<file path="src/rtl/pipeline_stall_ctrl.sv">
// Pipeline freeze/flush sequencer: merges hazard and branch flags with a
// data-memory wait-state FSM and keeps saturating stall/flush cycle counters.
module pipeline_stall_ctrl #(
  parameter int unsigned MEM_WAIT = 4,
  parameter int unsigned CNT_W    = 16
) (
  input  logic             clk,
  input  logic             rst,
  input  logic             hazard,
  input  logic             branch_taken,
  input  logic             mem_req,
  input  logic             perf_clr,
  output logic             freeze_if,
  output logic             freeze_id,
  output logic             freeze_exe,
  output logic             freeze_mem,
  output logic             flush_if_id,
  output logic             flush_id_exe,
  output logic             mem_wb_bubble,
  output logic             mem_ready,
  output logic [CNT_W-1:0] stall_cnt,
  output logic [CNT_W-1:0] flush_cnt
);

  typedef enum logic [1:0] {StIdle, StWait, StDone} state_e;

  localparam bit             HasWait  = (MEM_WAIT != 0);
  localparam logic [3:0]     WaitInit = HasWait ? 4'(MEM_WAIT - 1) : 4'd0;
  localparam logic [CNT_W-1:0] CntMax = '1;

  state_e           state_q, state_d;
  logic [3:0]       cnt_q, cnt_d;
  logic [CNT_W-1:0] stall_q, stall_d;
  logic [CNT_W-1:0] flush_q, flush_d;

  logic mem_stall, mem_done, rule_flush, rule_haz, run;

  // State register
  always_ff @(posedge clk) begin
    if (rst) begin
      state_q <= StIdle;
      cnt_q   <= 4'd0;
    end else begin
      state_q <= state_d;
      cnt_q   <= cnt_d;
    end
  end

  // Next-state logic
  always_comb begin
    state_d = state_q;
    cnt_d   = cnt_q;
    unique case (state_q)
      StIdle: begin
        if (mem_req && HasWait) begin
          cnt_d   = WaitInit;
          state_d = (MEM_WAIT == 1) ? StDone : StWait;
        end
      end
      StWait: begin
        cnt_d = cnt_q - 4'd1;
        if (cnt_q == 4'd1) state_d = StDone;
      end
      // The finishing instruction leaves MEM here, so mem_req is not re-sampled.
      StDone:  state_d = StIdle;
      default: state_d = StIdle;
    endcase
  end

  // Output logic
  always_comb begin
    run        = !rst;
    mem_stall  = ((state_q == StIdle) && mem_req && HasWait) || (state_q == StWait);
    mem_done   = (state_q == StDone) || ((state_q == StIdle) && mem_req && !HasWait);
    // Memory stall masks both flags; the frozen instructions re-present them later.
    rule_flush = !mem_stall && branch_taken;
    rule_haz   = !mem_stall && !branch_taken && hazard;

    freeze_if     = run && (mem_stall || rule_haz);
    freeze_id     = run && mem_stall;
    freeze_exe    = run && mem_stall;
    freeze_mem    = run && mem_stall;
    mem_wb_bubble = run && mem_stall;
    flush_if_id   = run && rule_flush;
    flush_id_exe  = run && (rule_flush || rule_haz);
    mem_ready     = run && mem_done;
    stall_cnt     = run ? stall_q : '0;
    flush_cnt     = run ? flush_q : '0;
  end

  // Saturating performance counters
  always_comb begin
    stall_d = stall_q;
    flush_d = flush_q;
    if (perf_clr) begin
      stall_d = '0;
      flush_d = '0;
    end else begin
      if ((mem_stall || rule_haz) && (stall_q != CntMax)) stall_d = stall_q + CNT_W'(1);
      if (rule_flush && (flush_q != CntMax)) flush_d = flush_q + CNT_W'(1);
    end
  end

  always_ff @(posedge clk) begin
    if (rst) begin
      stall_q <= '0;
      flush_q <= '0;
    end else begin
      stall_q <= stall_d;
      flush_q <= flush_d;
    end
  end

endmodule

</file>
<file path="config.mk">
export PLATFORM = sky130hd
export DESIGN_NAME = pipeline_stall_ctrl
export DESIGN_NICKNAME = d
export VERILOG_FILES = /design/src/rtl/pipeline_stall_ctrl.sv
export SDC_FILE = /design/constraint.sdc
export NUM_CORES = 1
export LEC_CHECK = 0
export CAP_MARGIN = 20
export CORE_MARGIN = 5
export CORE_UTILIZATION = 30
export CTS_CLUSTER_SIZE = 12
export DETAILED_ROUTE_END_ITERATION = 10
export GPL_ROUTABILITY_DRIVEN = 0
export SYNTH_ARGS = -nofsm -noshare
export SYNTH_HDL_FRONTEND = slang
export SYNTH_SLANG_ARGS = --single-unit
</file>
<file path="constraint.sdc">
create_clock -name clk -period 3.8 [get_ports clk]
set_clock_uncertainty 0.05 [all_clocks]
set_input_delay 0.57 -clock clk [delete_from_list [all_inputs] [get_ports clk]]
set_output_delay 0.57 -clock clk [all_outputs]
set_load 0.01 [all_outputs]
</file>
# Word-level counts from Yosys, hierarchy flattened
# Cells that the tools add are included.
# totals
mem_bits_ro	0
memories	0
wordCells	43
latchBits	0
in_bits	6
mem_bits_rw	0
out_inout_bits	40
reg_bits	38
# op_classes
n_mux	7
eq_ne	7
n_addsub	3
div_mod_pow	0
n_lt_le_gt_ge	0
reduce_logical	22
n_bitwise	0
mul	0
n_shift	0
# ops
op	n
$add A16 B1 Y16 const B	2
$mux W16	2
$ne A16 B16 Y1 const B	2
$logic_and A1 B1 Y1	11
$pmux W4 S2	1
$eq A4 B1 Y1 const B	1
$mux W2	2
$mux W4	1
$ne A2 B2 Y1 const B	2
$pmux W2 S2	1
$reduce_and A2 Y1	2
$sub A4 B1 Y4 const B	1
$logic_not A1 Y1	3
$logic_or A1 B1 Y1	3
$eq A2 B1 Y1 const B	1
$eq A2 B2 Y1 const B	1
$logic_not A2 Y1	1
$reduce_bool A2 Y1	1
$reduce_or A2 Y1	1

# Depth between registers and ports, before layout
# logic_depth
depth_word	8
depth_mapped	6
mapped_depth_nobuf	6

# Least setup slack after synthesis
# No wires, ideal clock.
# synth_timing
path_kind	input to output
start	in mem_req
end	out freeze_id
arrival_time_ps	1245
path_slack_ps	1935
t_required_ps	3180
cell_stages	4
n_path_buf	2
cell_sequence	o21bai_4 > buf_4 > nor2_1 > buf_4
# synth_via
elab_chain_len	3
# synth_rtl
element	line_no	source
start: declaration	11	input logic mem_req,
$logic_and A1 B1 Y1	--	
$logic_or A1 B1 Y1	73	mem_stall = ((state_q == StIdle) && mem_req && HasWait) || (state_q == StWait);
$logic_and A1 B1 Y1	--	
end: declaration	14	output logic freeze_id,
# No other way between the ends.

# Final worst setup path
# layout_timing
start	in mem_req
end	out flush_if_id
# layout_via
elab_chain_len	5
# layout_rtl
element	line_no	source
$logic_and A1 B1 Y1	--	
$logic_or A1 B1 Y1	73	
$logic_not A1 Y1	76	rule_flush = !mem_stall && branch_taken;
$logic_and A1 B1 Y1	76	
$logic_and A1 B1 Y1	84	flush_if_id = run && rule_flush;
end: declaration	17	output logic flush_if_id,
# No other way between the ends.

==> impl_metrics.tcl <==
set metrics [dict create \
    cts_resized 0 \
    die_h_um 95.2 \
    worstSkewPairLatency_ns 0.28 \
    portBuffers 45 \
    firstDrtPassIters 4 \
    post_drt_wl_per_cell_um 12.7 \
    critPathRequiredTime_ns 3.18 \
    crit_family "buffers and inverters" \
    synth_flop_cell "dfxtp_1" \
    timing.final.ws_setup_ns 0.921 \
    regArea_um2 761 \
    cts_setup_buffers 0 \
    num_io_pins 46 \
    ys_seq_area_frac 0.349 \
    fin_crit_sh 0.758 \
    crit_path_end_kind "output port" \
    hp-class "flip-flop to flip-flop" \
    synth_cells 257 \
    synth_fp_nets 267 \
    synth_seq_cells 38 \
    dieWidth_um 95.2 \
    track_usage 0.118 \
    drt_iter0_markers 75 \
    fmax_ghz 0.347 \
    async_flop_share 0 \
    ys_top_cells_by_area "dfxtp_1 35%, nor2b_1 8.6%, nor2_1 7.4%, xnor2_1 7.2%, a211oi_1 2.8%" \
    fin_crit_ns 2.88 \
    slew_headroom 0.555 \
    yosys_warnings 0 \
    placed_area_um2 2700 \
    fp-row-count 31 \
    clockRootBuffer "clkbuf_8" \
    worstPathCellList "clkdlybuf4s50_1 > o21bai_4 > nand2_1 > nor2_1 > clkdlybuf4s50_1" \
    grt_max_degree 45 \
    cp_common_cell "clkdlybuf4s50_1" \
    combPwrFrac 0.105 \
    crit_path_max_incr_delay_ns 0.55 \
    tritoncts "yes" \
    crit_arrival_ns 2.26 \
    wirelength_mm 5.05 \
    finalSetupTns_ns 0 \
    synth_area_leader_cell "dfxtp_1" \
    nFillCells 753 \
    maxCapViolations 0 \
    clk_pin_slew_worst_paths_ns 0.08 \
    hold_viol_final 0 \
    sequentialPowerShare 0.529 \
    antenna_found_initial 0 \
    clockBufferDepth 2 \
    hpwl_mm 3.66 \
    htreeDepth 2 \
    worstMarginPinSlew_ns 0.667 \
    power.density_nw_per_um2 280 \
    rsz0062_at_grt "no" \
    cp_slowest_cell "clkdlybuf4s50_1" \
    synth_area_um2 2180 \
    power.share.clock 0.365 \
    grt_pass1_vias 1874 \
    drive_above_1_share 0.0803 \
    crit_type "primary input to output port" \
    internal_power_uw 589 \
    synth_top_area_share 0.349 \
    ctsHoldBuffers 0 \
    design.core.area_um2 7180 \
    power_uw 782 \
    syn2layout_area_growth_pct 28.1 \
    pre_cts_slack_ns 0.881 \
    max-vdd-ir-drop_v 0.000102 \
    leakage_nw 0.909 \
    stdcell_area_um2 2790 \
    antenna_left 0 \
    start_util 0.304 \
    crit_fanout 12 \
    clock-sinks 38 \
    finalSetupViolCount 0 \
    antenna_cells 0 \
    globalRoute.totalOverflow 0 \
    viasPerCell 4.81 \
    drc_errors 0 \
    cp_num_buf_inv 2 \
    dr_total_vias 1914 \
    worstSetupStartpointType "primary input" \
    synth.avg_cell_area_um2 8.48 \
    numCtsBuffers 5 \
    multi_input_area_um2 1330 \
    yosys.cell_types.count 49 \
    p_sw_uw 192 \
    num-nets-final 308 \
    sw_frac_of_total 0.246 \
    final_max_slew_viol_count 0 \
    status "finished, final reports clean" \
    synth_edf_count 0 \
    grt_pass1_wl_mm 8.58 \
    dieArea_um2 9070 \
]
## flip-flops by register name (all words and copies together) (netlist names)
signal / cells
cnt_q: 4
flush_q: 16
stall_q: 16
state_q: 2
## routing by layer
layer | up-vias | wire, um | share of wire | GRT usage
met5 | - | 0 | 0 | 0
met3 | 2 | 143 | 0.028 | 0.0253
met4 | 0 | 44 | 0.0087 | 0.0385
met2 | 23 | 2450 | 0.49 | 0.202
met1 | 909 | 2410 | 0.48 | 0.148
li1 | 980 | - | - | -
## cells by family after synthesis
logic type | after synthesis | synth area share
buffers and inverters | 19 | 0.0396
adder cells (fa/ha/maj) | 4 | 0.0230
multiplexers | 3 | 0.0144
flip-flops | 38 | 0.349
AO/OA/AOI/OAI | 35 | 0.129
XOR/XNOR | 22 | 0.0884
AND/OR/NAND/NOR | 136 | 0.357
## layout make-up
class / count / share of cell area
Clock buffer: 7 / 0.0309
Clock inverter: 1 / 0.00179
Inverter: 7 / 0.00941
Multi-Input combinational cell: 200 / 0.477
Sequential cell: 38 / 0.272
Tap cell: 99 / 0.0444
Timing Repair Buffer: 46 / 0.164
## cells in the final DEF (no fill, tap or decap), drive strengths merged, types with 4 or more instances in the layout
master,instances
ha,4
xnor2,18
clkdlybuf4s50,45
dfxtp,38
o21ai,6
nor2,45
a21oi,5
nand2,9
nor3,10
inv,7
nor4,4
and3,5
nor2b,30
clkbuf,7
xor2,4
a211oi,9
nand4,9
nand3,9
## tightest hold or removal path, stage by stage, from the launching register on
cell	delay (ns)
dfxtp_1	0.31
inv_1	0.09
a221oi_1	0.08
## cells in the mapped netlist, drive strengths merged, types with 3 or more instances
| cell | instances |
|---|---|
| inv | 7 |
| a311oi | 3 |
| dfxtp | 38 |
| nand3 | 9 |
| nand4 | 9 |
| clkbuf | 8 |
| xor2 | 4 |
| nor4 | 4 |
| nor2 | 45 |
| o21ai | 6 |
| buf | 4 |
| ha | 4 |
| nor2b | 30 |
| nand2 | 9 |
| nor3 | 10 |
| a21oi | 5 |
| or2 | 3 |
| or3 | 3 |
| a211oi | 9 |
| xnor2 | 18 |
| and3 | 5 |
## final timing paths
| path | start | slack, ns | to | cells past startpoint |
|---|---|---|---|---|
| max | mem_req | 0.92 | flush_if_id | 5 |
| min | cnt_q[1] | 0.48 | cnt_q[1] | 2 |
| max reg2reg | stall_q[0] | 1.97 | stall_q[9] | 6 |
| min reg2reg | cnt_q[1] | 0.48 | cnt_q[1] | 2 |
## power by group through the flow
stage                     Combinational, mW  Sequential, mW  Clock, mW
after floorplan                      0.0583           0.421          0
after CTS                            0.0840           0.414      0.298
after global routing                 0.0929           0.415      0.316
final                                0.0824           0.414      0.286
after global placement               0.0823           0.423          0
after detailed placement             0.0837           0.423          0
## through the flow
stage               hold slack, ns  utilization  cells
floorplan                    0.432            -    257
global placement             0.461        0.376    390
detailed placement           0.472        0.376    390
CTS                          0.486        0.389    398
global route                 0.518        0.389    398
finish                       0.480        0.389    398
No activity file was read; power rests on OpenSTA's default activity.
